File: src/rtl/second_counter_pkg.sv
// Shared types and digit limits for the MM:SS seconds-counter controller.
package second_counter_pkg;

   typedef enum logic [1:0] {
      IDLE  = 2'd0,
      RUN   = 2'd1,
      PAUSE = 2'd2
   } state_e;

   localparam int BCD_MAX      = 9;
   localparam int SEC_TENS_MAX = 5;
   localparam int MIN_TENS_MAX = 5;
   localparam int BCD_W        = 4;
   localparam int TENS_W       = 3;

endpackage

File: src/rtl/second_counter_ctrl_if.sv
// Command pulses in, tick/status and MM:SS digits out, for second_counter_ctrl.
interface second_counter_ctrl_if;
   import second_counter_pkg::*;

   logic              start_p;
   logic              stop_p;
   logic              clear_p;
   logic              lap_p;
   logic              tick_o;
   logic              wrap_o;
   logic              running_o;
   logic [BCD_W-1:0]  sec_ones;
   logic [TENS_W-1:0] sec_tens;
   logic [BCD_W-1:0]  min_ones;
   logic [TENS_W-1:0] min_tens;

   modport master (
      output start_p, stop_p, clear_p, lap_p,
      input  tick_o, wrap_o, running_o, sec_ones, sec_tens, min_ones, min_tens
   );

   modport slave (
      input  start_p, stop_p, clear_p, lap_p,
      output tick_o, wrap_o, running_o, sec_ones, sec_tens, min_ones, min_tens
   );

endinterface

File: src/rtl/bcd_mod_counter.sv
// Single modulo-(MAX+1) digit; carry is combinational so digits chain within one edge.
module bcd_mod_counter #(
   parameter int MAX = 9,
   parameter int W   = 4
) (
   input  logic         clk_in,
   input  logic         rst,
   input  logic         inc,
   input  logic         clr,
   output logic [W-1:0] out,
   output logic         carry
);

   logic [W-1:0] out_q;
   logic [W-1:0] out_d;
   logic         at_max;

   assign at_max = (out_q == W'(MAX));
   assign carry  = inc && at_max;
   assign out    = out_q;

   always_comb begin
      out_d = out_q;
      if (clr) begin
         out_d = '0;
      end else if (inc) begin
         out_d = at_max ? '0 : out_q + W'(1);
      end
   end

   always_ff @(posedge clk_in or posedge rst) begin
      if (rst) begin
         out_q <= '0;
      end else begin
         out_q <= out_d;
      end
   end

endmodule

File: src/rtl/second_counter_ctrl.sv
// Run/pause/clear sequencer with one-second prescaler and BCD MM:SS digits.
// Optional lap-hold display snapshot is built when LAP_HOLD_EN is defined.
//
// state | meaning
// IDLE  | stopped and cleared; prescaler held at 0
// RUN   | prescaler counting, digits advance on each terminal count
// PAUSE | prescaler and digits frozen; resume finishes the partial second
module second_counter_ctrl
   import second_counter_pkg::*;
#(
   parameter int DIV = 100_000_000
) (
   input  logic                 clk_in,
   input  logic                 rst,
   second_counter_ctrl_if.slave bus
);

   localparam int CNT_W = (DIV > 1) ? $clog2(DIV) : 1;
   localparam logic [CNT_W-1:0] PRESC_LAST = CNT_W'(DIV - 1);

   state_e            state_q, state_d;
   logic [CNT_W-1:0]  presc_q, presc_d;
   logic              tick_q, tick_d;
   logic              wrap_q, wrap_d;
   logic              clr_cnt;

   logic [BCD_W-1:0]  sec_ones_live;
   logic [TENS_W-1:0] sec_tens_live;
   logic [BCD_W-1:0]  min_ones_live;
   logic [TENS_W-1:0] min_tens_live;
   logic              c_sec_ones, c_sec_tens, c_min_ones, c_min_tens;

   // clear outranks stop, stop outranks start; a blocked start is dropped
   always_comb begin
      state_d = state_q;
      presc_d = presc_q;
      tick_d  = 1'b0;
      clr_cnt = 1'b0;
      if (bus.clear_p) begin
         state_d = IDLE;
         presc_d = '0;
         clr_cnt = 1'b1;
      end else begin
         unique case (state_q)
            IDLE: begin
               presc_d = '0;
               if (!bus.stop_p && bus.start_p) state_d = RUN;
            end
            RUN: begin
               if (bus.stop_p) begin
                  state_d = PAUSE;
               end else if (presc_q == PRESC_LAST) begin
                  presc_d = '0;
                  tick_d  = 1'b1;
               end else begin
                  presc_d = presc_q + CNT_W'(1);
               end
            end
            PAUSE: begin
               if (!bus.stop_p && bus.start_p) state_d = RUN;
            end
            default: state_d = IDLE;
         endcase
      end
   end

   assign wrap_d = c_min_tens;

   always_ff @(posedge clk_in or posedge rst) begin
      if (rst) begin
         state_q <= IDLE;
         presc_q <= '0;
         tick_q  <= 1'b0;
         wrap_q  <= 1'b0;
      end else begin
         state_q <= state_d;
         presc_q <= presc_d;
         tick_q  <= tick_d;
         wrap_q  <= wrap_d;
      end
   end

   bcd_mod_counter #(.MAX(BCD_MAX), .W(BCD_W)) u_sec_ones (
      .clk_in(clk_in), .rst(rst), .inc(tick_d), .clr(clr_cnt),
      .out(sec_ones_live), .carry(c_sec_ones)
   );

   bcd_mod_counter #(.MAX(SEC_TENS_MAX), .W(TENS_W)) u_sec_tens (
      .clk_in(clk_in), .rst(rst), .inc(c_sec_ones), .clr(clr_cnt),
      .out(sec_tens_live), .carry(c_sec_tens)
   );

   bcd_mod_counter #(.MAX(BCD_MAX), .W(BCD_W)) u_min_ones (
      .clk_in(clk_in), .rst(rst), .inc(c_sec_tens), .clr(clr_cnt),
      .out(min_ones_live), .carry(c_min_ones)
   );

   bcd_mod_counter #(.MAX(MIN_TENS_MAX), .W(TENS_W)) u_min_tens (
      .clk_in(clk_in), .rst(rst), .inc(c_min_ones), .clr(clr_cnt),
      .out(min_tens_live), .carry(c_min_tens)
   );

   assign bus.tick_o    = tick_q;
   assign bus.wrap_o    = wrap_q;
   assign bus.running_o = (state_q == RUN);

`ifdef LAP_HOLD_EN
   logic              hold_q;
   logic [BCD_W-1:0]  snap_sec_ones_q;
   logic [TENS_W-1:0] snap_sec_tens_q;
   logic [BCD_W-1:0]  snap_min_ones_q;
   logic [TENS_W-1:0] snap_min_tens_q;

   // snapshot takes the count shown before the lap edge, not a same-edge tick
   always_ff @(posedge clk_in or posedge rst) begin
      if (rst) begin
         hold_q          <= 1'b0;
         snap_sec_ones_q <= '0;
         snap_sec_tens_q <= '0;
         snap_min_ones_q <= '0;
         snap_min_tens_q <= '0;
      end else if (bus.clear_p) begin
         hold_q <= 1'b0;
      end else if (bus.lap_p) begin
         hold_q          <= ~hold_q;
         snap_sec_ones_q <= sec_ones_live;
         snap_sec_tens_q <= sec_tens_live;
         snap_min_ones_q <= min_ones_live;
         snap_min_tens_q <= min_tens_live;
      end
   end

   assign bus.sec_ones = hold_q ? snap_sec_ones_q : sec_ones_live;
   assign bus.sec_tens = hold_q ? snap_sec_tens_q : sec_tens_live;
   assign bus.min_ones = hold_q ? snap_min_ones_q : min_ones_live;
   assign bus.min_tens = hold_q ? snap_min_tens_q : min_tens_live;
`else
   logic lap_unused;
   assign lap_unused   = bus.lap_p;
   assign bus.sec_ones = sec_ones_live;
   assign bus.sec_tens = sec_tens_live;
   assign bus.min_ones = min_ones_live;
   assign bus.min_tens = min_tens_live;
`endif

endmodule

File: src/flat_wrapper.sv
// flat-port wrapper written by rule: the top's interface ports become plain ports
module second_counter_ctrl_flat import second_counter_pkg::*;
#(
   parameter int DIV = 100_000_000
)
  (clk_in, rst, bus_start_p, bus_stop_p, bus_clear_p, bus_lap_p, bus_tick_o, bus_wrap_o, bus_running_o, bus_sec_ones, bus_sec_tens, bus_min_ones, bus_min_tens);
  second_counter_ctrl_if bus_i ();
  input  logic clk_in;
  input  logic rst;
  input wire logic [$bits(bus_i.start_p)-1:0] bus_start_p;
  input wire logic [$bits(bus_i.stop_p)-1:0] bus_stop_p;
  input wire logic [$bits(bus_i.clear_p)-1:0] bus_clear_p;
  input wire logic [$bits(bus_i.lap_p)-1:0] bus_lap_p;
  output wire logic [$bits(bus_i.tick_o)-1:0] bus_tick_o;
  output wire logic [$bits(bus_i.wrap_o)-1:0] bus_wrap_o;
  output wire logic [$bits(bus_i.running_o)-1:0] bus_running_o;
  output wire logic [$bits(bus_i.sec_ones)-1:0] bus_sec_ones;
  output wire logic [$bits(bus_i.sec_tens)-1:0] bus_sec_tens;
  output wire logic [$bits(bus_i.min_ones)-1:0] bus_min_ones;
  output wire logic [$bits(bus_i.min_tens)-1:0] bus_min_tens;
  assign bus_i.start_p = bus_start_p;
  assign bus_i.stop_p = bus_stop_p;
  assign bus_i.clear_p = bus_clear_p;
  assign bus_i.lap_p = bus_lap_p;
  assign bus_tick_o = bus_i.tick_o;
  assign bus_wrap_o = bus_i.wrap_o;
  assign bus_running_o = bus_i.running_o;
  assign bus_sec_ones = bus_i.sec_ones;
  assign bus_sec_tens = bus_i.sec_tens;
  assign bus_min_ones = bus_i.min_ones;
  assign bus_min_tens = bus_i.min_tens;
  second_counter_ctrl #(.DIV(DIV)) u_core (.clk_in(clk_in), .rst(rst), .bus(bus_i));
endmodule
File: config.mk
export PLATFORM = sky130hd
export DESIGN_NAME = second_counter_ctrl_flat
export DESIGN_NICKNAME = d
export VERILOG_FILES = /design/src/rtl/second_counter_pkg.sv /design/src/rtl/second_counter_ctrl_if.sv /design/src/rtl/bcd_mod_counter.sv /design/src/rtl/second_counter_ctrl.sv /design/src/flat_wrapper.sv
export SDC_FILE = /design/constraint.sdc
export NUM_CORES = 1
export LEC_CHECK = 0
export BUFFER_PORTS_ARGS = -buffer_cell sky130_fd_sc_hd__buf_2
export CAP_MARGIN = 15
export CORE_AREA = 2 2 93 104
export CTS_BUF_LIST = sky130_fd_sc_hd__clkbuf_4
export CTS_CLUSTER_SIZE = 8
export DETAILED_ROUTE_END_ITERATION = 8
export DIE_AREA = 0 0 95 106
export GPL_ROUTABILITY_DRIVEN = 0
export PLACE_DENSITY = 0.49
export SYNTH_ARGS = -nofsm -noshare
export SYNTH_HDL_FRONTEND = slang
export SYNTH_SLANG_ARGS = --single-unit
File: constraint.sdc
create_clock -name clk_in -period 2.74 [get_ports clk_in]
set_input_delay 0.822 -clock clk_in [delete_from_list [all_inputs] [get_ports clk_in]]
set_output_delay 0.822 -clock clk_in [all_outputs]
set_load 0.005 [all_outputs]
==> summary.log <==
[floorplanning] placeable core region 9120 um^2
[power_and_ir_drop] leakage power total 1.115 nW
[routing] violation count after the first detailed-routing iteration 71
[cts] post-CTS repair timing setup buffer count 0
[cells_and_area] top library cells by usage in the layout, fill and taps aside 45 x sky130_fd_sc_hd__dfrtp_1, 40 x sky130_fd_sc_hd__nor2_1, 23 x sky130_fd_sc_hd__nand2_1
[logic_synthesis] post-synthesis instance area 2470 um^2
[setup_path] Critical-path top delay cell sky130_fd_sc_hd__or4b_1
[setup_path] CP peak stage delay 0.56 ns
[run_status] outcome complete, no violations
[global_route] total routing resource utilization after global routing 12.32%
[floorplanning] DIE HEIGHT 106 um
[setup_path] path type of the worst setup path reg2reg
[floorplanning] Initial Util 27.08%
[global_route] wire length of the first global-routing pass 9887 um
[routing] ratio of routed vias to standard cells 4.925
[timing] clock tree skew after final layout 0.01559 ns
[logic_synthesis] top cell type's share of synthesized area 45.59%
[cts] CTS tree built
[setup_path] count of cells along the worst register-to-register path 6
[setup_path] critical path, cell by cell ha_1, nand4_2, nor4_4, nand2_2, or4b_1, a21oi_1
[setup_path] Critical Path Start Type flop
[logic_synthesis] Mean Syn Cell Area 9.148 um^2
[global_route] sum of overflow across all layers after global routing 0
[setup_path] worst-path fanout max 13
[floorplanning] count of standard-cell rows 37
[cts] cts bufs inserted 5
[logic_synthesis] cell type contributing the most total cell area after synthesis sky130_fd_sc_hd__dfrtp_1
[setup_path] arrival time reported for the critical path endpoint 2.54 ns
[cells_and_area] total inserted antenna cells 0
[cts] Clock Latency Late Sink 0.37 ns
[cells_and_area] commonest non-fill, non-tap cell in the layout sky130_fd_sc_hd__dfrtp_1
[cells_and_area] layout cells sized above 1 15.77%
[floorplanning] Top Ports 23
[min_path] worst min path class in2async
[setup_path] buffering stage count on the worst path with inverters included 0
[placed_design] DP HPWL 4206 um
[cts] number of hold buffers added after CTS 0
[timing] final count of pins violating max slew 0
[timing] share of the cycle needed by the critical path after routing 81.98%
[timing] Final Setup Violations 0
[timing] relative slew slack 58.67%
[floorplanning] overall die width 95 um
[routing] total via count after detailed routing 2044
[timing] worst hold margin 0.5090 ns
[logic_synthesis] leading cell types by total area after synthesis sky130_fd_sc_hd__dfrtp_1 46%, sky130_fd_sc_hd__nor2_1 6.1%, sky130_fd_sc_hd__xnor2_1 6.0%
[placed_design] Port Buffer Count 21
[power_and_ir_drop] total power 1.033 mW
[cts] quantity of gates resized following cts 0
[logic_synthesis] sequential area share after synthesis 45.59%
[setup_path] flop2flop setup slack 0.49 ns
[timing] Worst Tran Pin Value 0.6190 ns
[logic_synthesis] synthesized netlist cell count 270
[routing] Routed Wire Length 5753 um
[setup_path] critical path endpoint category flop
[cells_and_area] layout overhead on the synthesized area 13.53%
[timing] count of endpoints failing hold in the final timing report 0
[flow_run] total of max-cap violations 0
[logic_synthesis] most instantiated flip-flop cell in the synthesis netlist sky130_fd_sc_hd__dfrtp_1
[setup_path] worst endpoint required time 3.03 ns
[global_route] largest net degree at the start of global routing 29
[logic_synthesis] synthesis warning total 0
[setup_path] FF-to-FF Start u_core.presc_q[0]$_DFFE_PP0P_
[logic_synthesis] number of distinct library cells after synthesis 40
[power_and_ir_drop] power density relative to cell area 368.4 nW/um^2
[cts] root cell of the clock tree sky130_fd_sc_hd__clkbuf_4
[timing] achievable clock frequency 0.4452 GHz
[routing] antenna-violating nets left 0
[routing] DRC violation count after routing 0
[routing] total iterations of the first detailed-routing run 4
[floorplanning] die area 10070 um^2
[global_route] initial antenna violation count 0
[cts] maximum buffer depth of the clock tree 2
[global_route] vias in the first global route 2058
[cts] CTS clk-pin slew, worst paths 0.14 ns
[timing] shortest period the worst path allows 2.246 ns
[routing] DR WL/cell 13.86 um
[setup_path] worst flop-to-flop path endpoint u_core.u_min_tens.out[1]$_DFFE_PP0P_
[cells_and_area] fin nets 309
[cts] sink count of the clock tree 45
[logic_synthesis] number of enable flip-flop cells after synthesis 0
[logic_synthesis] Mapped Nets 281
[logic_synthesis] FF+latch count, synth 45
[cts] depth of the CTS H-tree 2
[setup_path] family with the most delay on the worst path simple AND/OR/NAND/NOR gates
[timing] RSZ-0062 raised after global routing no
[power_and_ir_drop] worst supply voltage drop on vdd 0.1379 mV
[logic_synthesis] share of flip-flops with an asynchronous set or reset 100.0%
[timing] Fin Setup TNS 0 ns
## worst max path at each step
| stage | startpoint | endpoint | cells past startpoint |
|---|---|---|---|
| finish | u_core.presc_q[0]$_DFFE_PP0P_ | u_core.u_min_tens.out[1]$_DFFE_PP0P_ | 6 |
| CTS | u_core.presc_q[0]$_DFFE_PP0P_ | u_core.presc_q[12]$_DFFE_PP0P_ | 7 |
| detailed placement | bus_stop_p | u_core.presc_q[24]$_DFFE_PP0P_ | 6 |
| floorplan | bus_stop_p | u_core.u_min_tens.out[2]$_DFFE_PP0P_ | 4 |
| global route | u_core.presc_q[0]$_DFFE_PP0P_ | u_core.presc_q[12]$_DFFE_PP0P_ | 7 |
| global placement | bus_stop_p | u_core.presc_q[24]$_DFFE_PP0P_ | 6 |
## state kept, by name, summed over array words and instances, names as in the netlist
register / cells
u_core.u_min_tens.out: 3
u_core.presc_q: 27
u_core.u_min_ones.out: 4
u_core.u_sec_tens.out: 3
u_core.bus.wrap_o: 1
u_core.state_q: 2
u_core.u_sec_ones.out: 4
u_core.bus.tick_o: 1
## per-stage QoR
step                instances  area [um^2]  setup slack (ns)  utilization [%]
finish                    415         2804            0.4937            30.75
floorplan                 270         2470            0.6287                -
global route              415         2804            0.2986            30.75
CTS                       415         2804            0.4604            30.75
detailed placement        408         2755            0.3473            30.21
global placement          408         2755            0.3613            30.21
## Yosys cell counts, types with 3 or more instances
cell type,number
sky130_fd_sc_hd__a21oi_1,10
sky130_fd_sc_hd__xnor2_1,17
sky130_fd_sc_hd__nor3_1,8
sky130_fd_sc_hd__a31oi_1,6
sky130_fd_sc_hd__and3_1,3
sky130_fd_sc_hd__xor2_1,5
sky130_fd_sc_hd__and2_1,3
sky130_fd_sc_hd__buf_2,4
sky130_fd_sc_hd__nor2_1,40
sky130_fd_sc_hd__dfrtp_1,45
sky130_fd_sc_hd__ha_1,5
sky130_fd_sc_hd__nor4_1,10
sky130_fd_sc_hd__or2_2,3
sky130_fd_sc_hd__o31ai_1,5
sky130_fd_sc_hd__clkbuf_1,4
sky130_fd_sc_hd__inv_1,12
sky130_fd_sc_hd__nand3_1,10
sky130_fd_sc_hd__nand2b_1,4
sky130_fd_sc_hd__or4_1,4
sky130_fd_sc_hd__and4_1,5
sky130_fd_sc_hd__nand2_1,23
sky130_fd_sc_hd__o21ai_0,11
sky130_fd_sc_hd__nand4_1,8
## worst register-to-register path: cells and delay by family, from the launching register on
| family | cells | cell delay (ns) |
|---|---|---|
| AOI/OAI and AO/OA | 1 | 0.16 |
| DFF | 1 | 0.41 |
| adders and majority gates | 1 | 0.23 |
| and+or+nand+nor | 4 | 1.38 |
## power breakdown
part	internal, mW	leakage [nW]	switching [mW]
sequential	0.665	0.628	0.00129
combinational	0.0144	0.457	0.0365
clock	0.104	0.0292	0.212
## routing by layer
layer | GRT usage [%] | part of all wire, %
met1 | 15.20 | 45
met2 | 21.18 | 50
met3 | 2.622 | 3.0
met4 | 4.037 | 1.2
met5 | 0 | 0
## final cells by class
type	instances	area (um^2)
clock buffers	6	45.04
repair buffers	30	185.2
multi-input cells	204	1252
well taps	117	146.4
fillers	974	6316
clock inverters	1	3.754
flip-flops and latches	45	1126
inverters	12	45.04
## cell families after synthesis
kind of cell	count (synthesis)	share of synthesized area [%]
flops	45	45.59
xor+xnor	22	7.801
fa+ha+maj	5	2.533
compound gates	38	9.474
mux	2	0.8106
simple gates	137	30.09
buf+inv	21	3.698
No activity file was read; power rests on OpenSTA's default activity.
